`config.mk`:
```
export PLATFORM = sky130hd
export DESIGN_NAME = octal_seg_reader
export DESIGN_NICKNAME = d
export VERILOG_FILES = /design/src/rtl/octal_seg_reader.sv
export SDC_FILE = /design/constraint.sdc
export NUM_CORES = 1
export LEC_CHECK = 0
export ABC_AREA = 1
export CORE_UTILIZATION = 54
export CTS_CLUSTER_DIAMETER = 100
export DETAILED_ROUTE_END_ITERATION = 12
export HOLD_SLACK_MARGIN = 0.02
export PLACE_DENSITY = 0.85
export SETUP_SLACK_MARGIN = 0.5
export SYNTH_ARGS = -nofsm -noshare
export SYNTH_HDL_FRONTEND = slang
export SYNTH_SLANG_ARGS = --single-unit
```
`constraint.sdc`:
```
create_clock -name clk -period 1.5 [get_ports clk]
set_input_delay 0.225 -clock clk [delete_from_list [all_inputs] [get_ports clk]]
set_output_delay 0.225 -clock clk [all_outputs]
set_load 0.03 [all_outputs]
```
`src/rtl/octal_seg_reader.sv`:
```
// Recovers an 8-bit value from three static active-low 7-segment octal digits.
// Each pattern must hold for STABLE_CYCLES samples before it is reported on a one-entry valid/ready port.
module octal_seg_reader #(
    parameter int STABLE_CYCLES = 4
) (
    input  logic       clk,
    input  logic       rst,
    input  logic [6:0] seg2,
    input  logic [6:0] seg1,
    input  logic [6:0] seg0,
    input  logic       out_ready,
    output logic       out_valid,
    output logic [7:0] out_value,
    output logic       out_err,
    output logic       drop
);

    localparam logic [7:0] CNT_MAX    = 8'(STABLE_CYCLES);
    localparam logic [7:0] CAPTURE_AT = 8'(STABLE_CYCLES - 1);

    // Returns {valid, digit[2:0]}; patterns are {g..a} with 0 meaning lit.
    function automatic logic [3:0] decode_digit(input logic [6:0] seg);
        case (seg)
            7'h40:   decode_digit = 4'b1_000;
            7'h79:   decode_digit = 4'b1_001;
            7'h24:   decode_digit = 4'b1_010;
            7'h30:   decode_digit = 4'b1_011;
            7'h19:   decode_digit = 4'b1_100;
            7'h12:   decode_digit = 4'b1_101;
            7'h02:   decode_digit = 4'b1_110;
            7'h78:   decode_digit = 4'b1_111;
            default: decode_digit = 4'b0_000;
        endcase
    endfunction

    logic [20:0] sample;
    logic [20:0] prev;
    logic [7:0]  cnt;
    logic        same;
    logic        capture;
    logic [3:0]  dec2;
    logic [3:0]  dec1;
    logic [3:0]  dec0;
    logic        word_err;
    logic [7:0]  word_value;

    assign sample = {seg2, seg1, seg0};

    // d2*64 + d1*8 + d0 is a plain concatenation once d2 is known to be 0..3.
    always_comb begin
        dec2       = decode_digit(seg2);
        dec1       = decode_digit(seg1);
        dec0       = decode_digit(seg0);
        word_err   = !(dec2[3] && dec1[3] && dec0[3]) || dec2[2];
        word_value = word_err ? 8'd0 : {dec2[1:0], dec1[2:0], dec0[2:0]};
    end

    always_comb begin
        same    = (sample == prev);
        capture = same && (cnt == CAPTURE_AT);
    end

    // Saturating at CNT_MAX guarantees one capture per run however long it lasts.
    always_ff @(posedge clk) begin
        if (rst) begin
            prev <= '1;
            cnt  <= 8'd0;
        end else begin
            prev <= sample;
            if (cnt == 8'd0 || !same) begin
                cnt <= 8'd1;
            end else if (cnt != CNT_MAX) begin
                cnt <= cnt + 8'd1;
            end
        end
    end

    always_ff @(posedge clk) begin
        if (rst) begin
            out_valid <= 1'b0;
            out_value <= 8'd0;
            out_err   <= 1'b0;
            drop      <= 1'b0;
        end else begin
            drop <= 1'b0;
            if (capture) begin
                if (!out_valid || out_ready) begin
                    out_valid <= 1'b1;
                    out_value <= word_value;
                    out_err   <= word_err;
                end else begin
                    drop <= 1'b1;
                end
            end else if (out_valid && out_ready) begin
                out_valid <= 1'b0;
            end
        end
    end

endmodule
```
==> key figures <==
Run status
  – Status: finished with violations
  – Failing checks: negative setup slack

STA
  – Final Max Slew Viols: 0
  – Final TNS setup: -0.334 ns
  – Fmax: about 630 MHz
  – Fin crit period: around 1.6 ns
  – Final Hold Viols: 0
  – Worst slew pin tran: around 0.4 ns
  – Clk_skew: 0.00801 ns
  – Final worst slack: -0.0781 ns
  – RSZ-0062 raised after global routing: yes
  – Final setup vio count: 10
  – Slew margin rel.: 0.733
  – Tcrit/Tclk final: 1.05

Logic synthesis
  – Async SR Flop Fraction: 0
  – Synthesized Nets: slightly below 400
  – Synth warn: 0
  – Ys flop type: dfxtp_1
  – Syn Inst Count: roughly 360
  – Mean Syn Cell Area: roughly 6.2 um2
  – Number of synthesized register bits: 40
  – Post-Syn Area: 0.00226 mm2
  – Number of enable flip-flop cells after synthesis: 0
  – Post-synthesis sequential area ratio: 0.354
  – Post-synth cell types: 26

Critical path
  – Req. time, crit path: approximately 1.7 ns
  – Startpoint types: flip-flop
  – Worst Path Max Fanout: 5
  – Critical path type: reg -> reg
  – CP arrival: ~1.8 ns
  – CP Capture Type: flip-flop

Routing
  – Residual DRC: 0
  – Routed len/inst: approximately 14 um
  – Drt first-iter violations: 304
  – Drt via density: 5.28
  – DRT antenna net count: 0
  – Via Count: approximately 2,700
  – DRT Pass-1 Iters: 6
  – Final WL: 6870 um

Cells and area
  – Most common cell after layout, fill and taps aside: nand2_1
  – Share of layout cells above drive strength 1: 0.260
  – Final #Nets: between 400 and 500
  – Commonest cells after routing, fill and taps aside: nand2_1 (112), nor2_1 (79), buf_4 (48)
  – Ant diodes: 0
  – Layout area overhead: 44.4%

GRT
  – Largest net degree at the start of global routing: 32
  – Antenna violations before repair: 0
  – Global-route wire length before repair: about 8900 um
  – Gr ovfl total: 0
  – Tot GR Track Use: 0.267
  – Vias in the first global route: around 2,200

Flow run
  – Maxcap violations: 0

Clock network
  – Root Buffer: clkbuf_8
  – TritonCTS Buffers: 5
  – Clk sinks: 40
  – Latest clock arrival within the worst-skew pair: about 0.30 ns
  – CTS Hold Bufs: 0
  – H-tree levels: 2
  – Reg clk slew, reported paths: about 0.080 ns
  – Clk buf depth: 2
  – CTS tree: built

Min path
  – Hold Crit Class: in -> reg

Die
  – # IOs: 35
  – Floorplan core area: approximately 0.0040 mm2
  – Die height: 66.7 um
  – Die ar.: around 0.0044 mm2
  – Rows: 23
  – Starting Density: 0.565
  – Die width: ~67 um

Power and ir drop
  – Pwr Density: between 600 and 700 mW/mm2
  – P_leak: 1.74 nW
  – Peak VDD IR: slightly above 0.4 mV
  – Overall power: between 2 and 2.5 mW

Placed design
  – HPWL Detailed: approximately 3900 um
  – GPL Wtd Cong: roughly 0.86
  – # port buffers: 34
## what timing repair did
item	in CTS	in global routing
gates resized for setup	121	10
cloned	1	2
pin swaps	21	11
endpoints found under the setup margin	30	30
setup buffers	0	9
## path summary, 6_finish.rpt
path | from | to | slack, ns | depth (start not counted)
worst max-delay path | prev[0]$_SDFF_PP1_ | out_value[6]$_SDFFE_PP0P_ | -0.08 | 10
worst min-delay path | seg1[3] | prev[10]$_SDFF_PP1_ | 0.37 | 3
worst max register to register | prev[0]$_SDFF_PP1_ | out_value[6]$_SDFFE_PP0P_ | -0.08 | 10
worst min register to register | out_value[2]$_SDFFE_PP0P_ | out_value[2]$_SDFFE_PP0P_ | 0.54 | 4
## per-layer routing
layer	vias up	wire, um	track usage
li1	1279	-	-
met1	1236	2730	0.283
met2	114	3530	0.510
met3	28	353	0.0582
met4	0	261	0.0878
met5	-	0	0
## area by class of cell
cell class	instances	area, um2
well taps	50	62.6
inverters	52	195
clock inverters	2	10.0
clock buffers	6	82.6
multi-input cells	266	1340
flip-flops and latches	40	821
repair buffers	87	753
fillers	245	737
## Yosys cell counts (3+ instances only)
cell | n | area (um2)
buf_2 | 3 | 15.0
nand2_1 | 114 | 428
o21ai_0 | 3 | 15.0
nand4_1 | 4 | 25.0
nor2_1 | 81 | 304
nand3_1 | 16 | 80.1
xnor2_1 | 4 | 35.0
inv_1 | 46 | 173
nor3_1 | 9 | 45.0
dfxtp_1 | 40 | 801
xor2_1 | 16 | 140
inv_2 | 6 | 22.5
## state kept, by name, summed over array words and instances (netlist names)
name       flops
out_value      8
prev          21
cnt            8
out_err        1
out_valid      1
drop           1
## report_power, final
part	switching [mW]	total [mW]	internal (mW)	leakage [nW]
combinational	0.190	0.356	0.166	1.36
clock	0.385	0.752	0.367	0.0510
sequential	0.0164	1.11	1.09	0.334
## metrics by stage
step,cell area (um2),std cells,utilization,hold slack [ns],setup WS [ns]
after floorplan,2290,362,-,0.313,0.142
after global placement,2980,483,0.744,0.507,-0.450
after detailed placement,2980,483,0.744,0.513,-0.504
after CTS,3130,492,0.782,0.367,-0.0110
after global routing,3260,503,0.816,0.387,-0.219
final,3260,503,0.816,0.371,-0.0781
## critical path, stage by stage (launching register included)
cell and delay, ns:
dfxtp_1 0.36, inv_1 0.06, nand2_1 0.05, nand2_1 0.05, nor2_1 0.12, nand3_2 0.12
nor2_4 0.21, buf_6 0.15, nand4_4 0.14, nor2_1 0.16, nor2_1 0.06
## kinds of logic after synthesis
group	count (synthesis)	synth area share
flip-flops	40	0.354
adder cells (fa/ha/maj)	2	0.0111
XOR/XNOR	20	0.0775
buffers and inverters	59	0.105
AO/OA/AOI/OAI	6	0.0149
AND/OR/NAND/NOR	235	0.437
Power figures use the tool's default switching activity.
